[src/rtl/sid_seq_pkg.sv]
// Shared types and constants for the SID note sequencer.
// Holds the FSM state encoding, the rest-note marker and the step-tick counter width.
package sid_seq_pkg;

    typedef enum logic [1:0] {
        IDLE     = 2'd0,
        LOAD     = 2'd1,
        GATE_ON  = 2'd2,
        GATE_OFF = 2'd3
    } seq_state_t;

    localparam logic [15:0] REST_WORD = 16'h0000;

    // 9 bits so a 256-tick step (tempo=255) is countable without wrapping.
    localparam int STEP_CNT_W = 9;

endpackage

[src/rtl/sid_tick_gen.sv]
// Sequencer tick generator: free-running 0..PRESCALE-1 counter with a one-cycle
// tick on the terminal count. Runs only while enabled; clr has priority.
module sid_tick_gen #(
    parameter int PRESCALE = 256
) (
    input  logic clk,
    input  logic rst,
    input  logic en,
    input  logic clr,
    output logic tick
);

    localparam int CW = (PRESCALE > 1) ? $clog2(PRESCALE) : 1;
    localparam logic [CW-1:0] LAST = CW'(PRESCALE - 1);

    logic [CW-1:0] r_cnt;

    always_ff @(posedge clk or posedge rst) begin
        if (rst) begin
            r_cnt <= '0;
        end else if (clr) begin
            r_cnt <= '0;
        end else if (en) begin
            r_cnt <= (r_cnt == LAST) ? '0 : r_cnt + CW'(1);
        end
    end

    assign tick = en & ~clr & (r_cnt == LAST);

endmodule

[src/rtl/sid_note_sequencer.sv]
// Loop-pattern note sequencer feeding sid_voice frequency and gate.
// Steps through a small pattern memory at a fixed tick rate, retriggering the gate per note.
module sid_note_sequencer #(
    parameter int STEPS    = 8,
    parameter int PRESCALE = 256
) (
    input  logic                       clk,
    input  logic                       rst,
    input  logic                       wr_en,
    input  logic [$clog2(STEPS)-1:0]   wr_addr,
    input  logic [15:0]                wr_data,
    input  logic [$clog2(STEPS):0]     length,
    input  logic [7:0]                 tempo,
    input  logic [7:0]                 gate_len,
    input  logic [7:0]                 base_waveform,
    input  logic                       start,
    input  logic                       stop,
    output logic [15:0]                frequency,
    output logic [7:0]                 waveform,
    output logic [$clog2(STEPS)-1:0]   step_idx,
    output logic                       step_strobe,
    output logic                       busy,
    output logic [1:0]                 dbg_state
);

    import sid_seq_pkg::*;

    localparam int AW = $clog2(STEPS);
    localparam int LW = AW + 1;

    seq_state_t              r_state;
    seq_state_t              w_next;
    logic [15:0]             r_mem [STEPS];
    logic [15:0]             r_freq;
    logic [AW-1:0]           r_step;
    logic                    r_gate;
    logic                    r_rest;
    logic [STEP_CNT_W-1:0]   r_tcnt;

    logic                    w_tick;
    logic                    w_clr_tick;
    logic                    w_enter_load;
    logic [AW-1:0]           w_load_idx;
    logic [LW-1:0]           w_eff_len;
    logic [LW-1:0]           w_step_plus;
    logic [AW-1:0]           w_step_next;
    logic [7:0]              w_g;
    logic [STEP_CNT_W-1:0]   w_tcnt_inc;
    logic [STEP_CNT_W-1:0]   w_step_ticks;
    logic [15:0]             w_load_word;
    logic                    w_unused;

    sid_tick_gen #(
        .PRESCALE (PRESCALE)
    ) u_tick_gen (
        .clk  (clk),
        .rst  (rst),
        .en   (r_state != IDLE),
        .clr  (w_clr_tick),
        .tick (w_tick)
    );

    // Loop length: 0 behaves as 1, anything beyond the memory depth is clamped.
    always_comb begin
        w_eff_len = length;
        if (length == '0) begin
            w_eff_len = LW'(1);
        end else if (length > LW'(STEPS)) begin
            w_eff_len = LW'(STEPS);
        end
    end

    assign w_step_plus  = LW'(r_step) + LW'(1);
    assign w_step_next  = (w_step_plus >= w_eff_len) ? '0 : w_step_plus[AW-1:0];
    assign w_g          = (gate_len < tempo) ? gate_len : tempo;
    assign w_tcnt_inc   = r_tcnt + STEP_CNT_W'(1);
    assign w_step_ticks = {1'b0, tempo} + STEP_CNT_W'(1);

    always_ff @(posedge clk or posedge rst) begin
        if (rst) begin
            r_state <= IDLE;
        end else begin
            r_state <= w_next;
        end
    end

    always_comb begin
        w_next       = r_state;
        w_clr_tick   = 1'b0;
        w_enter_load = 1'b0;
        w_load_idx   = r_step;
        if (stop) begin
            w_next = IDLE;
        end else begin
            case (r_state)
                IDLE: begin
                    if (start) begin
                        w_next       = LOAD;
                        w_clr_tick   = 1'b1;
                        w_enter_load = 1'b1;
                        w_load_idx   = '0;
                    end
                end
                LOAD: begin
                    w_clr_tick = 1'b1;
                    w_next     = ((w_g != 8'd0) && !r_rest) ? GATE_ON : GATE_OFF;
                end
                GATE_ON: begin
                    // >= so a gate_len/tempo lowered mid-note still ends the gate.
                    if (w_tick && (w_tcnt_inc >= {1'b0, w_g})) begin
                        w_next = GATE_OFF;
                    end
                end
                GATE_OFF: begin
                    if (w_tick && (w_tcnt_inc >= w_step_ticks)) begin
                        w_next       = LOAD;
                        w_enter_load = 1'b1;
                        w_load_idx   = w_step_next;
                    end
                end
                default: w_next = IDLE;
            endcase
        end
    end

    assign w_load_word = r_mem[w_load_idx];

    always_ff @(posedge clk or posedge rst) begin
        if (rst) begin
            for (int i = 0; i < STEPS; i++) begin
                r_mem[i] <= REST_WORD;
            end
        end else if (wr_en) begin
            r_mem[wr_addr] <= wr_data;
        end
    end

    // Frequency and step index update on the edge into LOAD so they are valid during LOAD.
    always_ff @(posedge clk or posedge rst) begin
        if (rst) begin
            r_freq <= '0;
            r_step <= '0;
            r_rest <= 1'b0;
            r_gate <= 1'b0;
            r_tcnt <= '0;
        end else begin
            r_gate <= (w_next == GATE_ON);
            if (w_enter_load) begin
                r_step <= w_load_idx;
                r_rest <= (w_load_word == REST_WORD);
                if (w_load_word != REST_WORD) begin
                    r_freq <= w_load_word;
                end
            end
            if (r_state == LOAD) begin
                r_tcnt <= '0;
            end else if (w_tick && ((r_state == GATE_ON) || (r_state == GATE_OFF))) begin
                r_tcnt <= w_tcnt_inc;
            end
        end
    end

    assign w_unused    = base_waveform[0];
    assign frequency   = r_freq;
    assign waveform    = {base_waveform[7:1], r_gate};
    assign step_idx    = r_step;
    assign step_strobe = (r_state == LOAD);
    assign busy        = (r_state != IDLE);
    assign dbg_state   = r_state;

endmodule

[config.mk]
export PLATFORM = sky130hd
export DESIGN_NAME = sid_note_sequencer
export DESIGN_NICKNAME = d
export VERILOG_FILES = /design/src/rtl/sid_seq_pkg.sv /design/src/rtl/sid_tick_gen.sv /design/src/rtl/sid_note_sequencer.sv
export SDC_FILE = /design/constraint.sdc
export NUM_CORES = 1
export LEC_CHECK = 0
export ABC_AREA = 1
export BUFFER_PORTS_ARGS = -buffer_cell sky130_fd_sc_hd__buf_2
export CELL_PAD_IN_SITES_DETAIL_PLACEMENT = 1
export CELL_PAD_IN_SITES_GLOBAL_PLACEMENT = 1
export CORE_AREA = 2 2 148 150
export CTS_BUF_LIST = sky130_fd_sc_hd__clkbuf_4
export DETAILED_ROUTE_END_ITERATION = 10
export DIE_AREA = 0 0 150 152
export HOLD_SLACK_MARGIN = 0.15
export PLACE_DENSITY_LB_ADDON = 0.1
export SETUP_SLACK_MARGIN = 0.02
export SYNTH_ARGS = -nofsm -noshare
export SYNTH_HDL_FRONTEND = slang
export SYNTH_HIERARCHICAL = 1
export SYNTH_SLANG_ARGS = --single-unit
[constraint.sdc]
create_clock -name clk -period 7.69 [get_ports clk]
set_input_delay 1.9225 -clock clk [delete_from_list [all_inputs] [get_ports clk]]
set_output_delay 1.9225 -clock clk [all_outputs]
set_load 0.05 [all_outputs]
== Word-level counts from Yosys, hierarchy flattened ==
Cells that the tools add are included.
Widths: inputs -> output; s select.

* Add/subtract/negate cells: 4
* $mul: 0
* Div/mod/pow operators: 0
* Magnitude comparators: 8
* Eq/ne operators: 5
* Shift-type cells: 0
* Mux-type cells: 31
* Bitwise gates (word level): 5
* Reduce and logical (&&, ||, !) cells: 16

{| class="wikitable"
|+ Operator list
! operator !! number
|-
| $bwmux 128 || 1
|-
| $bmux 16 s3 || 1
|-
| $demux 16 s3 || 1
|-
| $mux 16 || 3
|-
| $mux 8 || 4
|-
| $mux 9 || 2
|-
| $logic_not 16->1 || 1
|-
| $reduce_bool 16->1 || 1
|-
| $mux 3 || 4
|-
| $add 8x1->9 const B || 1
|-
| $add 9x1->9 const B || 1
|-
| $ge 9x8->1 || 1
|-
| $ge 9x9->1 || 1
|-
| $add 8x1->8 const B || 1
|-
| $eq 8x8->1 const B || 1
|-
| $ge 4x4->1 const B || 2
|-
| $lt 8x8->1 || 1
|-
| $mux 2 || 4
|-
| $mux 4 || 2
|-
| $not 3->4 || 2
|-
| $pmux 2 s4 || 1
|-
| $reduce_bool 8->1 || 1
|-
| $eq 2x2->1 const B || 3
|-
| $pmux 3 s2 || 1
|-
| other kinds (16) || 28
|}

* Register bits: 168
* Bits in latches: 0
* Bits in writable memories: 0
* ROM bits: 0
* Bits of input ports: 52
* Output and inout port bits: 31
* Logic and storage cells: 84
* Memories kept: 0

== Longest topological paths before layout ==
* Depth in word-level cells: 16
* Mapped depth: 30
* Mapped depth without buffers: 28

== Hierarchy ==
The synthesis kept the hierarchy.

{| class="wikitable"
|+ Modules (own cells, without submodules)
! module !! times used !! cells each !! area an instance (sq um) !! seq. area each (sq um)
|-
| sid_note_sequencer || 1 || 1171 || 9068.7 || 4003.8
|-
| sid_tick_gen || 1 || 72 || 485.5 || 200.2
|}

== Worst setup path after synthesis ==
Ideal clock, no wire load.

* Path type: input to register
* Start: input port tempo[0]
* End: register r_freq[8] (netlist: frequency[8])
* Setup time: 0.119 ns
* Arrival time: 4.559 ns
* Required time: 7.571 ns
* Setup slack: 3.012 ns
* Stages on the path: 27
* Buffers on the path: 2
* Path through: ha_1 > nand2_1 > nor2_1 > nand2_1 > xor2_1 > ha_1 > a21oi_1 > o21a_1 > nand2_2 > nand2_2 > nand2_4 > nand2_2 > nand2_1 > nand2_2 > inv_2 > buf_4 > nand3_1 > nand3_1 > nand2_1 > nand2_1 > nor2_1 > nand2_1 > inv_1 > nand2_2 > buf_6 > nand3_1 > nand2_1

* Longest elaborated chain between the ends: 12
* Elaborated cells on any way between the ends: 15
* Classes of those cells: add/sub: 1; order compare: 1; mux: 9; bitwise: 1; reduce/logical: 3

{| class="wikitable"
|+ RTL lines
! element !! line !! source
|-
| start, declared || sid_note_sequencer.sv:13 || <nowiki>input logic [7:0] tempo,</nowiki>
|-
| $add 8x1->9 (*) || sid_note_sequencer.sv:77 || <nowiki>assign w_step_ticks = {1'b0, tempo} + STEP_CNT_W'(1);</nowiki>
|-
| $ge 9x9->1 (*) || sid_note_sequencer.sv:115 || <nowiki>if (w_tick && (w_tcnt_inc >= w_step_ticks)) begin</nowiki>
|-
| $logic_and 1x1->1 (*) || sid_note_sequencer.sv:115 ||
|-
| $mux 3 || sid_note_sequencer.sv:115 ||
|-
| $pmux 3 s2 || sid_note_sequencer.sv:95 || <nowiki>case (r_state)</nowiki>
|-
| $mux 3 || sid_note_sequencer.sv:92 || <nowiki>if (stop) begin</nowiki>
|-
| $not 3->4 (not written as such) || sid_note_sequencer.sv:126 || <nowiki>assign w_load_word = r_mem[w_load_idx];</nowiki>
|-
| $bmux 16 s3 || sid_note_sequencer.sv:126 ||
|-
| $mux 16 (not written as such) (2 in series) || sid_note_sequencer.sv:126 ||
|-
| $reduce_bool 16->1 || sid_note_sequencer.sv:151 || <nowiki>if (w_load_word != REST_WORD) begin</nowiki>
|-
| $reduce_and 2->1 (no source line) || - ||
|-
| end signal, assigned || sid_note_sequencer.sv:152 || <nowiki>r_freq <= w_load_word;</nowiki>
|-
| end, declared || sid_note_sequencer.sv:34 || <nowiki>logic [15:0] r_freq;</nowiki>
|}

Every way passes the cells marked *; elsewhere a longest branch is shown, timed or not. The select of a mux whose other input is x is not followed.
A chain may end at the register's enable or synchronous reset.

== Final worst setup path ==
* Start: input port tempo[0]
* End: register r_freq[1] (netlist: frequency[1])

Same word-level chain as after synthesis.

==> qor.yml <==
hold_path:
  hold_class: "flip-flop to flip-flop"
  min_from: "frequency[11]$_DFFE_PP0P_"
timing:
  worstMarginPinSlew_ps: 1200
  maxSlewViolCount: 0
  setup_tns_ps: 0
  period_minus_slack_ps: 5320
  finClkSkew_ps: 31.8
  fin_crit_sh_pct: 69.2
  max_freq_mhz: 188
  setup_viol: 0
  grt_setup_unrepaired: "no"
  setup_slack_ps: 2370
  maxSlewHeadroom_pct: 20.1
  finalHoldViolations: 0
worst_setup_path:
  crit_family: "simple AND/OR/NAND/NOR gates"
  cp_slowest_stage_delay_ps: 590
  path_buf_inv: 2
  r2r_start: "r_tcnt[0]$_DFFE_PP0P_"
  slowest_stage: "buf_4"
  crit_path_end: "frequency[1]$_DFFE_PP0P_"
  r2r_cells: 24
  cp-startpoint: "tempo[0]"
  r2r-end: "frequency[1]$_DFFE_PP0P_"
  cp.arrival_ps: 5840
  worstSetupPathType: "input pin to flip-flop"
  worstSetupEndpointType: "flip-flop"
  path_max_fanout: 64
  required_ps: 8210
  cp-start-kind: "input pin"
  r2r_slack_ps: 3030
  path_cells: "buf_2 > ha_1 > nand2_1 > nor2_1 > nand2_1 > xor2_1 > ha_1 > a21oi_1 > o21a_1 > nand2_2 > nand2_2 > nand2_4 > nand3_4 > buf_4 > nand3_1 > nand3_1 > nand3_1 > nand2_1 > nand2_1 > nor2_1 > nand2_1 > o21ai_4 > nand2_1 > nand2_1"
  worst_path_most_repeated_cell: "nand2_1"
  crit_cells: 24
cells_and_area:
  fillerInstances: 2715
  final_util_pct: 48.0
  layout.nets: 1363
  seq_area_um2: 4200
  areaGrowthSynthToFinish_pct: 7.18
  multi_input_area_um2: 4270
  postLayoutCellArea_um2: 10200
  final_layout_size_suffix_gt1_share_pct: 10.8
placement:
  dpl.hpwl_mm: 16.4
  post-place-ws_ps: 1800
  io_buffers: 67
  postPlaceCellArea_um2: 9940
  routabilityCongestion: 0.741
synthesis:
  yosysUniqueCellTypes: 41
  yosys_register_bits: 168
  synthCells: 1243
  synthesis.nets: 1332
  synth-async-reset-ratio_pct: 100
  yosysSeqAreaShare_pct: 44.0
  netlist_top_cells_area: "dfrtp_1 44%, nand2_1 13%, o21ai_0 7.7%"
  synth-edff-count: 0
  synth_common_cells: "339 x nand2_1, 172 x inv_1, 168 x dfrtp_1, 147 x o21ai_0, 146 x nand3_1"
  syn-cell-area_um2: 9550
  yosys.area.top_type: "dfrtp_1"
  avgSynthCellArea_um2: 7.69
  synthFlopType: "dfrtp_1"
  yosysMostFrequentCell: "nand2_1"
  yosys.area.top_type_share_pct: 44.0
  yosys_warnings: 6
cts:
  cts_htree_levels: 4
  cts_made_buffers: 17
  cts.clk_slew.worst_paths_ps: 170
  clockBufferDepth: 2
  clk_latency_ps: 600
  ctsResizeCount: 0
  ctsHoldBuffers: 0
  cts_root_buffer: "clkbuf_4"
  postCtsSetupBuffers: 0
  cts_tree: "yes"
  cts_num_sinks: 168
global_route:
  antenna_found_initial: 1
  grt_pass1_wl_mm: 42.2
  grt_overflow: 0
  grt_max_degree: 101
  grtUsageTotal_pct: 23.4
  grt_pass1_vias: 8266
detailed_routing:
  vias: 8080
  ant_nets: 0
  first_iter_violations: 359
  dr.pass1.iters: 5
  drc: 0
  drt-total-wl_mm: 25.2
  routedWlPerCell_um: 16.0
  vias_per_cell: 5.15
power_and_ir_drop:
  ir_worst_vdd_uv: 109
  p_leak_nw: 5.40
  cellPowerDensity_nw_per_um2: 279
die:
  die_h_um: 152
  ios: 83
  start_util_pct: 44.7
  dieWidth_um: 150
  num_rows: 54
  core_um2: 21400
  die-area_um2: 22800
status:
  status: "finished, final reports clean"
run:
  maxCapViolations: 0
[worst reg2reg max path, cell delays in order, from the launching register on]
cell	delay, ps
dfrtp_1	450
inv_1	90
nor3_1	320
nand3_1	180
nor2_1	130
nand2_1	70
xor2_1	190
inv_1	90
ha_1	280
nand2_1	60
o21a_1	220
nand2_2	90
nand4_1	100
nand2_2	100
buf_4	640
nand3_1	210
nand3_1	140
nand3_1	100
nand2_1	240
nand2_1	90
nor2_1	100
nand2_1	120
o21ai_4	390
nand2_1	120
nand2_1	80
[layout by cell type, fill, tap and decap left out, types with 14 or more instances in the layout]
master / instances
nor2_1: 31
buf_2: 67
nand3b_1: 46
o21ai_0: 147
inv_1: 171
dfrtp_1: 168
clkbuf_4: 18
a21oi_1: 14
nand3_1: 146
ha_1: 37
nand2_1: 338
[area by class of cell]
cell class                      instances  share of cell area (%)
Timing Repair Buffer                   80                    4.35
Inverter                              178                    6.57
Sequential cell                       168                    41.1
Antenna cell                            1                  0.0244
Clock inverter                         14                    1.60
Multi-Input combinational cell        829                    41.7
Clock buffer                           18                    1.32
Tap cell                              280                    3.42
[logic make-up after synthesis]
family,after synthesis,share of synthesized area (%)
xor+xnor,14,1.28
compound gates,184,10.3
fa+ha+maj,37,4.85
flops,168,44.0
buf+inv,246,11.4
simple gates,594,28.1
[routing by layer]
metal	vias up	global-route usage (%)	part of all wire [%]
li1	4035	-	-
met1	3889	32.2	47
met2	129	38.6	48
met3	27	3.18	3.7
met4	0	6.51	1.7
met5	-	0	0
[worst min-delay path by stage]
stage	endpoint	slack, ps	cells past startpoint
final	frequency[11]$_DFFE_PP0P_	490	2
after global routing	r_mem[98]$_DFFE_PP0P_	520	2
after CTS	r_mem[72]$_DFFE_PP0P_	500	2
after detailed placement	frequency[11]$_DFFE_PP0P_	460	2
after global placement	frequency[11]$_DFFE_PP0P_	450	2
after floorplan	r_mem[100]$_DFFE_PP0P_	440	2
[registers in the layout (all words and copies together) (netlist names)]
name	cells
frequency	16
u_tick_gen/r_cnt	8
r_tcnt	9
r_gate	1
r_mem	128
dbg_state	2
step_idx	3
r_rest	1
[per-stage QoR]
step / cells / total power [W] / hold slack (ps)
after floorplan: 1243 / 0.00204 / 444
after global placement: 1535 / 0.00230 / 453
after detailed placement: 1535 / 0.00233 / 461
after CTS: 1567 / 0.00289 / 497
after global routing: 1568 / 0.00308 / 516
final: 1568 / 0.00286 / 491
[report_power, final]
group          switching, W  internal (W)
Clock              0.000344      0.000205
Combinational      0.000809      0.000322
Sequential         0.000107       0.00107
Power figures use the tool's default switching activity.
